<file path="src/rtl/audio_level_meter.sv">
// Multi-channel audio level meter: signed PCM samples in, per-channel bar heights
// and peak-hold markers out. Supports instantaneous and block-average modes.
module audio_level_meter #(
  parameter int CHANNELS  = 2,
  parameter int SAMPLE_W  = 16,
  parameter int HEIGHT_W  = 4,
  parameter int OFFSET    = 0,
  parameter int AVG_LOG2  = 4,
  parameter int HOLD_CNT  = 24000,
  parameter int DECAY_CNT = 1200
) (
  input  logic                         clk,
  input  logic                         rst,
  input  logic                         sample_valid,
  input  logic [CHANNELS*SAMPLE_W-1:0] sample_in,
  input  logic [3:0]                   shift,
  input  logic                         mode,
  output logic [CHANNELS*HEIGHT_W-1:0] height,
  output logic [CHANNELS*HEIGHT_W-1:0] peak,
  output logic                         height_valid
);

  localparam int MAG_W   = SAMPLE_W - 1;
  localparam int ACC_W   = MAG_W + AVG_LOG2;
  localparam int HOLD_W  = $clog2(HOLD_CNT + 2);
  localparam int DECAY_W = $clog2(DECAY_CNT + 2);

  localparam logic [MAG_W-1:0]   OFFSET_V = MAG_W'(OFFSET);
  localparam logic [MAG_W-1:0]   HMAX_V   = MAG_W'((1 << HEIGHT_W) - 1);
  localparam logic [HOLD_W-1:0]  HOLD_V   = HOLD_W'(HOLD_CNT);
  localparam logic [DECAY_W-1:0] DECAY_V  = DECAY_W'(DECAY_CNT);

  // Two's-complement magnitude; the most negative code saturates to full scale.
  function automatic logic [MAG_W-1:0] abs_sat(input logic [SAMPLE_W-1:0] s);
    logic [SAMPLE_W-1:0] neg;
    neg = ~s + {{(SAMPLE_W-1){1'b0}}, 1'b1};
    if (!s[SAMPLE_W-1]) begin
      abs_sat = s[MAG_W-1:0];
    end else if (neg[SAMPLE_W-1]) begin
      abs_sat = {MAG_W{1'b1}};
    end else begin
      abs_sat = neg[MAG_W-1:0];
    end
  endfunction

  function automatic logic [HEIGHT_W-1:0] to_height(input logic [MAG_W-1:0] v);
    logic [MAG_W-1:0] lvl;
    if (v > OFFSET_V) begin
      lvl = v - OFFSET_V;
    end else begin
      lvl = '0;
    end
    if (lvl > HMAX_V) begin
      to_height = HMAX_V[HEIGHT_W-1:0];
    end else begin
      to_height = lvl[HEIGHT_W-1:0];
    end
  endfunction

  logic                mode_prev_r;
  logic [AVG_LOG2-1:0] blk_cnt_r;
  logic                v1_r;
  logic                hv_r;
  logic                mode_chg_s;
  logic [AVG_LOG2-1:0] cnt_base_s;
  logic                blk_last_s;

  // A mode change restarts the block; a strobe in that cycle counts as its first sample.
  assign mode_chg_s   = (mode != mode_prev_r);
  assign cnt_base_s   = mode_chg_s ? '0 : blk_cnt_r;
  assign blk_last_s   = &cnt_base_s;
  assign height_valid = hv_r;

  always_ff @(posedge clk) begin
    if (rst) begin
      mode_prev_r <= 1'b0;
      blk_cnt_r   <= '0;
      v1_r        <= 1'b0;
      hv_r        <= 1'b0;
    end else begin
      mode_prev_r <= mode;
      v1_r        <= sample_valid & (~mode | blk_last_s);
      hv_r        <= v1_r;
      if (sample_valid && mode) begin
        blk_cnt_r <= cnt_base_s + AVG_LOG2'(1);
      end else if (mode_chg_s) begin
        blk_cnt_r <= '0;
      end else begin
        blk_cnt_r <= blk_cnt_r;
      end
    end
  end

  for (genvar c = 0; c < CHANNELS; c++) begin : g_ch
    logic [MAG_W-1:0]    mag_s;
    logic [MAG_W-1:0]    scaled_s;
    logic [MAG_W-1:0]    avg_s;
    logic [MAG_W-1:0]    s1_r;
    logic [ACC_W-1:0]    acc_r;
    logic [ACC_W-1:0]    sum_s;
    logic [HEIGHT_W-1:0] h_new_s;
    logic [HEIGHT_W-1:0] cur_h_s;
    logic [HEIGHT_W-1:0] pk_dec_s;
    logic [HEIGHT_W-1:0] h_r;
    logic [HEIGHT_W-1:0] pk_r;
    logic [HOLD_W-1:0]   hold_r;
    logic [DECAY_W-1:0]  decay_r;

    assign mag_s    = abs_sat(sample_in[c*SAMPLE_W +: SAMPLE_W]);
    assign scaled_s = mag_s >> shift;
    assign sum_s    = (mode_chg_s ? '0 : acc_r) + {{AVG_LOG2{1'b0}}, scaled_s};
    assign avg_s    = sum_s[ACC_W-1:AVG_LOG2];
    assign h_new_s  = to_height(s1_r);
    assign cur_h_s  = v1_r ? h_new_s : h_r;
    assign pk_dec_s = (pk_r == '0) ? '0 : pk_r - HEIGHT_W'(1);

    assign height[c*HEIGHT_W +: HEIGHT_W] = h_r;
    assign peak[c*HEIGHT_W +: HEIGHT_W]   = pk_r;

    // Stage 1: scaled magnitude (mode 0) or block average (mode 1), plus the accumulator.
    always_ff @(posedge clk) begin
      if (rst) begin
        s1_r  <= '0;
        acc_r <= '0;
      end else begin
        if (sample_valid) begin
          s1_r <= mode ? avg_s : scaled_s;
        end else begin
          s1_r <= s1_r;
        end
        if (sample_valid && mode) begin
          acc_r <= blk_last_s ? '0 : sum_s;
        end else if (mode_chg_s) begin
          acc_r <= '0;
        end else begin
          acc_r <= acc_r;
        end
      end
    end

    // Stage 2: bar height, peak capture and strobe-timed hold/decay of the peak.
    always_ff @(posedge clk) begin
      if (rst) begin
        h_r     <= '0;
        pk_r    <= '0;
        hold_r  <= '0;
        decay_r <= '0;
      end else begin
        if (v1_r) begin
          h_r <= h_new_s;
        end else begin
          h_r <= h_r;
        end
        if (v1_r && (h_new_s >= pk_r)) begin
          pk_r    <= h_new_s;
          hold_r  <= HOLD_V;
          decay_r <= DECAY_V;
        end else if (sample_valid) begin
          if (hold_r != '0) begin
            hold_r <= hold_r - HOLD_W'(1);
          end else if (decay_r <= DECAY_W'(1)) begin
            pk_r    <= (pk_dec_s > cur_h_s) ? pk_dec_s : cur_h_s;
            decay_r <= DECAY_V;
          end else begin
            decay_r <= decay_r - DECAY_W'(1);
          end
        end else begin
          pk_r <= pk_r;
        end
      end
    end
  end

endmodule

</file>
<file path="config.mk">
export PLATFORM = sky130hd
export DESIGN_NAME = audio_level_meter
export DESIGN_NICKNAME = d
export VERILOG_FILES = /design/src/rtl/audio_level_meter.sv
export SDC_FILE = /design/constraint.sdc
export NUM_CORES = 1
export LEC_CHECK = 0
export CAP_MARGIN = 10
export CORE_MARGIN = 8
export CORE_UTILIZATION = 35
export DETAILED_ROUTE_END_ITERATION = 8
export DONT_BUFFER_PORTS = 1
export PLACE_DENSITY = 0.47
export SYNTH_ARGS = -nofsm -noshare
export SYNTH_HDL_FRONTEND = slang
export SYNTH_SLANG_ARGS = --single-unit
</file>
<file path="constraint.sdc">
create_clock -name clk -period 10.94 [get_ports clk]
set_clock_uncertainty 0.05 [all_clocks]
set_input_delay 1.094 -clock clk [delete_from_list [all_inputs] [get_ports clk]]
set_output_delay 1.094 -clock clk [all_outputs]
set_load 0.005 [all_outputs]
</file>
* Yosys cells after proc, flatten, opt, wreduce, memory -nomap -nowiden
Cells that the tools add are included.
Operators by class: eq/ne operators 3, shifts and indexed selects 2, reductions and logical operators 26, mux-type cells 46, add/sub/neg operators 11, divide/modulo/power cells 0, bitwise gates (word level) 7, $mul 0, magnitude comparators 10
Operator list (number):
- 15-bit two-way mux | 14
- 19-bit two-way mux | 6
- 11-bit two-way mux | 8
- 4-bit two-way mux | 18
- 19-bit by 15-bit adder with 19-bit output | 2
- 16-bit by 1-bit adder with 16-bit output, second input constant | 2
- 16-bit NOT | 2
- 15-bit by 1-bit greater-than comparator with 1-bit output, second input constant | 2
- 15-bit by 4-bit greater-than comparator with 1-bit output, second input constant | 2
- 15-bit nonzero test | 2
- 15-bit by 4-bit right shift with 15-bit output | 2
- 15-bit by 1-bit subtractor with 15-bit output, second input constant | 2
- 11-bit by 1-bit less-or-equal comparator with 1-bit output, second input constant | 2
- 11-bit by 1-bit subtractor with 11-bit output, second input constant | 2
- 2-bit AND reduction | 8
- 2-bit nonzero test | 6
- 4-bit greater-or-equal comparator | 2
- 4-bit greater-than comparator | 2
- 4-bit logical NOT | 2
- 4-bit by 1-bit subtractor with 4-bit output, second input constant | 2
- 3-bit AND reduction | 2
- 4-bit by 1-bit adder with 4-bit output, second input constant | 1
- 2-bit != test, second input constant | 2
- 4-bit AND reduction | 1
- other kinds (6) | 11
Word-level totals: register bits after elaboration 143, input port bits 40, memories 0, RAM bits 0, bits in latches 0, bits in read-only memories 0, word-level logic and storage cells 125

* Logic depth before layout (Yosys ltp)
Gate-level depths: netlist of the first run.
word-level depth 11, gate-level depth with buffers 21, depth with buffers taken out 20

* Worst setup path before layout of the first run
Ideal clock, no wire load.
path type input to register, from in sample_in[1], to reg g_ch[0].s1_r[11], library setup time 132 ps, setup slack 5452 ps, buffers on the path 0, cell stages on the path 19, data arrival time 5306 ps, path through inv_1 > ha_1 > or4b_2 > o41ai_2 > xor2_1 > mux2i_1 > mux2i_1 > a311oi_1 > a21oi_1 > inv_1 > ha_1 > and3_1 > a2111oi_0 > a31oi_1 > a41oi_1 > a21oi_1 > xnor2_1 > a22oi_1 > a21oi_1
Between the ends: word-level cells in the longest chain between the ends 7
Ends and longest elaborated chain:
- start, declared | line 15 | input logic [CHANNELS*SAMPLE_W-1:0] sample_in,
- 16-bit NOT | line 36 | neg = ~s + {{(SAMPLE_W-1){1'b0}}, 1'b1};
- 16-bit by 1-bit adder with 16-bit output | line 36
- 15-bit two-way mux | line 39 | end else if (neg[SAMPLE_W-1]) begin
- 15-bit two-way mux (*) | line 37 | if (!s[SAMPLE_W-1]) begin
- 15-bit by 4-bit right shift with 15-bit output (*) | line 110 | assign scaled_s = mag_s >> shift;
- 19-bit by 15-bit adder with 19-bit output | line 111 | assign sum_s = (mode_chg_s ? '0 : acc_r) + {{AVG_LOG2{1'b0}}, scaled_s};
- 15-bit two-way mux (*) | line 127 | s1_r <= mode ? avg_s : scaled_s;
- end signal, assigned | line 127
- end signal, assigned | line 129 | s1_r <= s1_r;
- end, declared | line 98 | logic [MAG_W-1:0] s1_r;
Every way passes the cells marked *; elsewhere a longest branch is shown, timed or not. A chain may end at the register's enable or synchronous reset.

* Final worst setup path of the first run
from in sample_in[5], to reg g_ch[0].s1_r[14]
The elaborated chain is that of the path after synthesis.

==> results of run 1 <==
area by class of cell:
cell class / instances / area, um^2
clock buffer: 17 / 425
clock inverter: 15 / 151
fill: 3276 / 19500
inverter: 53 / 199
multi-input combinational: 1171 / 7620
sequential: 143 / 2860
tap: 402 / 503
timing repair buffer: 7 / 52.6
sequential cells by signal, indices dropped and copies added (netlist names):
| name | cells |
|---|---|
| mode_prev_r | 1 |
| g_ch.acc_r | 38 |
| blk_cnt_r | 4 |
| g_ch.hold_r | 30 |
| g_ch.h_r | 8 |
| v1_r | 1 |
| height_valid | 1 |
| g_ch.s1_r | 30 |
| g_ch.pk_r | 8 |
| g_ch.decay_r | 22 |
worst max-delay path by stage:
stage	startpoint	endpoint	slack, ps
after CTS	sample_in[5]	g_ch[0].s1_r[11]	5060
after floorplan	sample_in[1]	g_ch[0].s1_r[11]	5450
after global routing	sample_in[5]	g_ch[0].acc_r[17]	4550
after global placement	sample_in[5]	g_ch[0].s1_r[11]	4680
after detailed placement	sample_in[5]	g_ch[0].s1_r[11]	4630
final	sample_in[5]	g_ch[0].s1_r[14]	4990
stage by stage:
stage	utilization	power, mW	hold slack (ps)
finish	0.377	2.06	409
global route	0.377	2.23	434
CTS	0.377	2.09	409
detailed placement	0.359	1.50	400
global placement	0.359	1.50	397
floorplan	-	1.36	386
power by group:
group          switching [mW]  internal (mW)
Sequential             0.0871          0.616
Clock                   0.257          0.321
Combinational           0.440          0.342
Total                   0.784           1.28
logic make-up (layout without fill, tap and decap cells):
group                    Yosys count  in the layout
AO/OA/AOI/OAI                    404            404
XOR/XNOR                          86             86
adder cells (fa/ha/maj)           58             58
buffers and inverters            144             92
flip-flops                       143            143
multiplexers                      48             48
AND/OR/NAND/NOR                  575            575
worst max-delay path, delay by kind of cell:
kind                     cells  cell delay (ps)
AND/OR/NAND/NOR              7             2840
AO/OA/AOI/OAI                6             1490
adder cells (fa/ha/maj)      2              600
XOR/XNOR                     1              180
buffers and inverters        1               60
cells in the final DEF (no fill, tap or decap), types with 6 or more instances in the layout:
| cell type | n |
|---|---|
| nand4_1 | 17 |
| clkbuf_16 | 17 |
| inv_1 | 50 |
| mux2_2 | 14 |
| buf_4 | 7 |
| a22oi_1 | 32 |
| or2_2 | 15 |
| a31oi_1 | 20 |
| and3_1 | 8 |
| or4_1 | 9 |
| o31ai_1 | 7 |
| xor2_1 | 29 |
| nand3_1 | 44 |
| o22ai_1 | 15 |
| o41ai_1 | 6 |
| o21ai_0 | 61 |
| nor2b_1 | 14 |
| a21o_1 | 11 |
| nand2_1 | 122 |
| ha_1 | 56 |
| nor4_1 | 22 |
| or3_1 | 21 |
| a21oi_1 | 122 |
| mux2i_1 | 33 |
| nor3_1 | 45 |
| a211o_1 | 6 |
| dfxtp_1 | 143 |
| o211ai_1 | 7 |
| xnor2_1 | 56 |
| o21a_1 | 19 |
| a211oi_1 | 18 |
| inv_6 | 6 |
| nand2b_1 | 14 |
| and2_1 | 43 |
| nor2_1 | 173 |
metal layers:
metal	global-route usage	vias up	share of wire
li1	-	5181	-
met1	0.222	4892	0.48
met2	0.288	216	0.47
met3	0.0302	30	0.040
met4	0.0447	0	0.014
met5	0	-	0
==> results.txt, run 1 <==
----------------------------------------------------
[Drt]
  Detailed-route wire length per cell ... roughly 18 um
  Total via count after detailed routing ... roughly 10000
  DRC marker count from the first detailed-route iteration ... 630
  DR pass1 iterations ... 5
  Final WL ... roughly 33000 um
  Via density per instance ... between 5 and 6
  Residual DRC ... 0
  Antenna viol nets, final ... 0

[Finish]
  Area growth from synthesis to layout ... 6.76%
  Finished Cell Area ... between 10000 and 15000 um^2
  Antenna cell count ... 0
  Share of post-route cells with drive strength above 1 ... 0.0740
  Final net count ... about 1500
  Count of placed standard cells in the final layout, fillers left out ... 1808

[Clock network]
  Depth of the CTS H-tree ... 4
  Max Root-Sink Buffers ... 2
  Number of CTS-inserted buffers ... 17
  Clock tree from TritonCTS ... done
  Resize count post-CTS ... 0
  Clock-pin slew reported for the worst setup and hold paths after clock tree synthesis ... 70 ps
  Hold-fix buffers at CTS ... 0
  Buffer count from post-CTS setup fixing ... 0
  Insertion delay to the later sink of the worst-skew pair ... 430 ps
  Clock Tree Root ... clkbuf_16
  Clock sink total ... approximately 140

[STA]
  Min setup slack post-route ... 4990 ps
  Max Clock Freq ... 168 MHz
  Part of the cycle the worst path needs ... 0.544
  Relative max-transition margin ... 0.295
  Number of max-slew violations in the final report ... 0
  Final count of hold timing violations ... 0
  Count of final setup violators ... 0
  Setup repair after global routing missed its margin ... no
  Minimum clock period after layout ... just under 6000 ps
  Slew at the pin closest to its max-slew limit ... 1060 ps
  Final setup TNS ... 0 ps

[Power]
  Power density over the cells ... between 150 and 200 nW/um^2
  Peak supply drop ... roughly 120 uV
  LEAKAGE ... around 4.5 nW

[Logic synthesis]
  Sequential cell area fraction in the yosys report ... 0.259
  Post-synth EDFFs ... 0
  Top_reg_cell synth ... dfxtp_1
  Area share of fa/ha/maj cells after synthesis ... 0.0669
  Mapped Cells ... approximately 1500
  Synthesized-area fraction occupied by ao, oa, aoi and oai cells ... 0.249
  Post-synthesis async set-or-reset flop share ... 0
  Cell area after technology mapping ... ~11000 um^2
  Main combinational cell family by area after synthesis ... simple AND/OR/NAND/NOR gates
  Synth Register Bits ... around 140
  Post-synth cell types ... 97
  Fraction of synthesized cell area in xor and xnor cells ... 0.0681
  Most used standard cells in the synthesized netlist ... 174 x nor2_1, 143 x dfxtp_1, 122 x a21oi_1, 122 x nand2_1, 62 x o21ai_0
  Simple-gate area share of the yosys netlist ... 0.258
  Library cell occupying the most area in the post-synthesis netlist ... dfxtp_1
  Multiplexer area fraction after synthesis ... 0.0461
  Cell with the most instances after synthesis ... nor2_1
  Post-synth top area share ... 0.259
  Mean Syn Cell Area ... between 7 and 8 um^2
  Leading cell types by total area after synthesis ... dfxtp_1 26%, ha_1 6.3%, nor2_1 5.9%
  Yosys warning count ... 0
  Post-Synthesis Net Count ... about 1600

[Floorplanning]
  Row count ... 65
  Initial standard-cell utilization of the core ... 0.353
  Total die area ... approximately 38000 um^2
  Vertical extent of the die ... slightly below 200 um
  Floorplan Core Area ... between 30000 and 40000 um^2
  I/O pins ... between 50 and 60
  X dimension of the die ... between 150 and 200 um

[Place]
  I/O Buffers ... 0
  Pre-CTS setup slack ... about 4600 ps
  Routability cong. ... around 0.84
  Area after detailed placement ... ~11000 um^2
  Detail Placement HPWL ... 23400 um
  Post-Place Cells ... about 1800

[Global route]
  Remaining global-route overflow ... 0
  Via count of the first global-routing pass ... about 9800
  Antenna violations before repair ... 0
  Global-route wire length before repair ... around 53000 um
  Overall track demand over capacity in global routing ... 0.171
  Maximum number of pins on one net before global-route repair ... between 100 and 150

[Flow run]
  Max-cap violation count ... 0

[Setup path]
  FF-to-FF path depth ... 12
  Slowest library cell on the worst path ... or3_1
  Nature of the critical path startpoint ... input port
  Arrival time of data at the critical path endpoint ... approximately 6300 ps
  Worst setup path category ... input port to flip-flop
  Maximum cell stage delay along the critical path ... 650 ps
  Worst-path cell chain ... or3_1 -> nor4_1 -> nand2_1 -> and4_1 -> a311oi_1 -> a32o_1 -> ha_1 -> inv_1 -> fa_1 -> nor2b_1 -> o2111ai_1 -> a31oi_1 -> a211oi_1 -> nor4_1 -> xnor2_1 -> nand2_1 -> a21oi_1
  Critical path endpoint category ... flip-flop
  Capturing point of the worst reg2reg path ... g_ch[0].s1_r[11]
  Startpoint of the worst-slack reg-to-reg timing path ... mode_prev_r
  Register-to-register path setup slack ... between 6000 and 7000 ps
  Endpoint required time on the critical path ... 11260 ps
  Maximum fanout encountered on the critical timing path ... 22

[Outcome]
  Run status ... finished clean

[Worst hold path]
  Worst hold path depth ... 2
  Capture endpoint of the worst hold path ... g_ch[0].hold_r[5]
  Worst min-delay path startpoint ... g_ch[0].hold_r[5]
  Hold WC Path Type ... flip-flop to flip-flop

----------------------------------------------------
Note: power is estimated with default switching activity, not from simulation.
==> run 2: changes to the inputs <==
==> constraint.sdc (replaced) <==
create_clock -name clk -period 5.6 [get_ports clk]
set_clock_uncertainty 0.05 [all_clocks]
set_input_delay 0.56 -clock clk [delete_from_list [all_inputs] [get_ports clk]]
set_output_delay 0.56 -clock clk [all_outputs]
set_load 0.005 [all_outputs]
==> run 2 against run 1 <==
Sequential power grew 95%; first-iteration DRC count up 12%; final cell count is 1.0% higher; critical path depth rose by 3; via count grew 1.4%; hold slack worse by 260 ps; power grew 96%; highest routed layer unchanged.
==> results.txt, run 2 (synthesized netlist as in run 1, its figures left out) <==
----------------------------------------------------
[Finish]
  Fill cell total of the finished layout ... 3259 (-0.52%)
  Most used cells in the layout excluding fill and tap cells ... 173 x nor2_1, 143 x dfxtp_1, 122 x nand2_1, 122 x a21oi_1, 61 x o21ai_0
  Largest registers ... g_ch.acc_r (38), g_ch.hold_r (30), g_ch.s1_r (30)
  Antenna cell count ... 0 (unchanged)
  Final net count ... 1509 (+1.2%)
  Post-Route Utilization ... 0.382 (+0.00428)
  Area growth from synthesis to layout ... 7.97%
  Most common library cell in the layout ignoring fill and taps ... nor2_1
  Most flop-heavy register ... g_ch.acc_r
  Share of post-route cells with drive strength above 1 ... 0.0857 (+0.0117)
  Finished Cell Area ... 11900 um^2 (+1.1%)
  Flip-flop count of the largest register, all copies and words added ... 38 (unchanged)

[Clock network]
  Clock-pin slew reported for the worst setup and hold paths after clock tree synthesis ... 60 ps (about the same)
  Buffer count from post-CTS setup fixing ... 0 (unchanged)
  Depth of the CTS H-tree ... 4 (unchanged)
  Insertion delay to the later sink of the worst-skew pair ... 440 ps (about the same)
  Clock tree from TritonCTS ... done
  Clock sink total ... 143 (unchanged)
  Clock Tree Root ... clkbuf_16
  Resize count post-CTS ... 0 (unchanged)
  Hold-fix buffers at CTS ... 0 (unchanged)
  Number of CTS-inserted buffers ... 17 (unchanged)
  Max Root-Sink Buffers ... 2 (unchanged)

[Drt]
  Via density per instance ... 5.73 (+0.42%)
  Final WL ... 33500 um (+2.7%)
  DR pass1 iterations ... 5 (unchanged)
  Total via count after detailed routing ... 10500 (+1.4%)
  Total length of routed met3 wires ... 1550 um (+19%)
  Residual DRC ... 0 (unchanged)
  Routed met2 length ... 15500 um (+1.4%)
  DRC marker count from the first detailed-route iteration ... 708 (+12%)
  Detailed-route wire length per cell ... 18.3 um (+1.7%)
  Wl on met1 ... 15700 um (+1.6%)
  Top layer used by detailed routing ... met4
  Antenna viol nets, final ... 0 (unchanged)

[Setup path]
  Top delay family on crit path ... compound AO/OA/AOI/OAI gates
  Critical path endpoint category ... flip-flop
  Slowest library cell on the worst path ... or3b_1
  Capturing point of the worst reg2reg path ... g_ch[0].pk_r[0]
  Worst setup path category ... input port to flip-flop
  Number of buffer and inverter instances along the worst setup path ... 2 (+1)
  Startpoint of the worst-slack reg-to-reg timing path ... g_ch[0].s1_r[14]
  Maximum cell stage delay along the critical path ... 550 ps (-100 ps)
  Register-to-register path setup slack ... 1870 ps (-5120 ps)
  Worst-path cell chain ... inv_1 -> ha_1 -> or3b_1 -> o41ai_1 -> xor2_1 -> a22oi_1 -> o22ai_1 -> a22o_1 -> a21oi_1 -> ha_1 -> inv_1 -> fa_1 -> nand2b_1 -> a21oi_1 -> o32ai_1 -> o311a_1 -> nor3b_1 -> xor2_1 -> a311oi_1 -> nor3_1
  Maximum fanout encountered on the critical timing path ... 10 (-55%)
  Endpoint required time on the critical path ... 5870 ps (-5390 ps)
  FF-to-FF path depth ... 13 (+1)
  Arrival time of data at the critical path endpoint ... 5250 ps (-1020 ps)
  Nature of the critical path startpoint ... input port

[Place]
  Area after detailed placement ... 11400 um^2 (+1.2%)
  I/O Buffers ... 0 (unchanged)
  Detail Placement HPWL ... 23900 um (+2.1%)
  Routability cong. ... 0.825 (-1.4%)

[Power]
  Power density over the cells ... 338 nW/um^2 (+94%)
  LEAKAGE ... 4.59 nW (+1.8%)
  Peak supply drop ... 220 uV (+83%)

[Floorplanning]
  X dimension of the die ... 194 um (unchanged)
  Initial standard-cell utilization of the core ... 0.353 (unchanged)
  Row count ... 65 (unchanged)
  Total die area ... 37600 um^2 (unchanged)
  Floorplan Core Area ... 31300 um^2 (unchanged)
  Vertical extent of the die ... 194 um (unchanged)
  I/O pins ... 57 (unchanged)

[Global route]
  Via count of the first global-routing pass ... 9987 (+1.9%)
  Overall track demand over capacity in global routing ... 0.175 (+0.00383)
  Antenna violations before repair ... 0 (unchanged)
  Global-route wire length before repair ... 54500 um (+2.4%)
  Remaining global-route overflow ... 0 (unchanged)
  Maximum number of pins on one net before global-route repair ... 105 (unchanged)

[Flow run]
  Max-cap violation count ... 0 (unchanged)

[STA]
  Number of max-slew violations in the final report ... 0 (unchanged)
  Relative max-transition margin ... 0.307 (+0.0123)
  Slew at the pin closest to its max-slew limit ... 1040 ps (-20.4 ps)
  Setup repair after global routing missed its margin ... no
  Part of the cycle the worst path needs ... 0.890
  Count of final setup violators ... 0 (unchanged)
  Hold WS ... 148 ps (-261 ps)
  Minimum clock period after layout ... 4980 ps
  Max Clock Freq ... 201 MHz
  Final count of hold timing violations ... 0 (unchanged)
  Final setup TNS ... 0 ps (unchanged)

[Worst hold path]
  Worst hold path depth ... 1 (-1)
  Hold WC Path Type ... input port to flip-flop
  Worst min-delay path startpoint ... rst
  Capture endpoint of the worst hold path ... g_ch[1].acc_r[11]

[Outcome]
  Run status ... finished clean

----------------------------------------------------
[run 2: cell count changes in the layout (fill, tap and decap cells not counted)]
cell and change:
buf_4 +18, clkinvlp_4 +1, inv_6 -1
[run 2: layer usage]
metal | vias to the layer above | track usage
li1 | 5209 | -
met1 | 4990 | 0.230
met2 | 223 | 0.290
met3 | 44 | 0.0293
met4 | 0 | 0.0504
met5 | - | 0
[run 2: how the worst max path moves through the flow]
stage                        startpoint                end  slack [ps]  depth (start not counted)
after global placement     sample_in[0]   g_ch[0].s1_r[11]         330                         20
after global routing       sample_in[1]  g_ch[0].acc_r[18]         120                         20
final                     sample_in[16]   g_ch[1].s1_r[12]         620                         20
after detailed placement  sample_in[16]   g_ch[1].s1_r[12]         210                         20
after CTS                 sample_in[16]   g_ch[1].s1_r[12]         680                         20
after floorplan            sample_in[1]   g_ch[0].s1_r[11]         650                         19
[run 2: per-stage QoR]
step / cells / worst slack (ps) / power (mW)
after floorplan: 1458 / 646 / 2.65
after global placement: 1794 / 331 / 2.93
after detailed placement: 1794 / 214 / 2.93
after CTS: 1826 / 678 / 4.10
after global routing: 1826 / 124 / 4.36
final: 1826 / 619 / 4.04
[run 2: area by class of cell]
class	instances	area, um^2	share of cell area
clock inverters	15	150	0.0126
inverters	53	199	0.0166
repair buffers	25	188	0.0157
flip-flops and latches	143	2860	0.240
well taps	402	503	0.0421
clock buffers	17	425	0.0356
multi-input cells	1171	7620	0.638
[run 2: power breakdown]
group | total [mW] | internal, mW | switching (mW)
Combinational | 1.54 | 0.675 | 0.860
Clock | 1.13 | 0.626 | 0.506
Sequential | 1.37 | 1.20 | 0.171
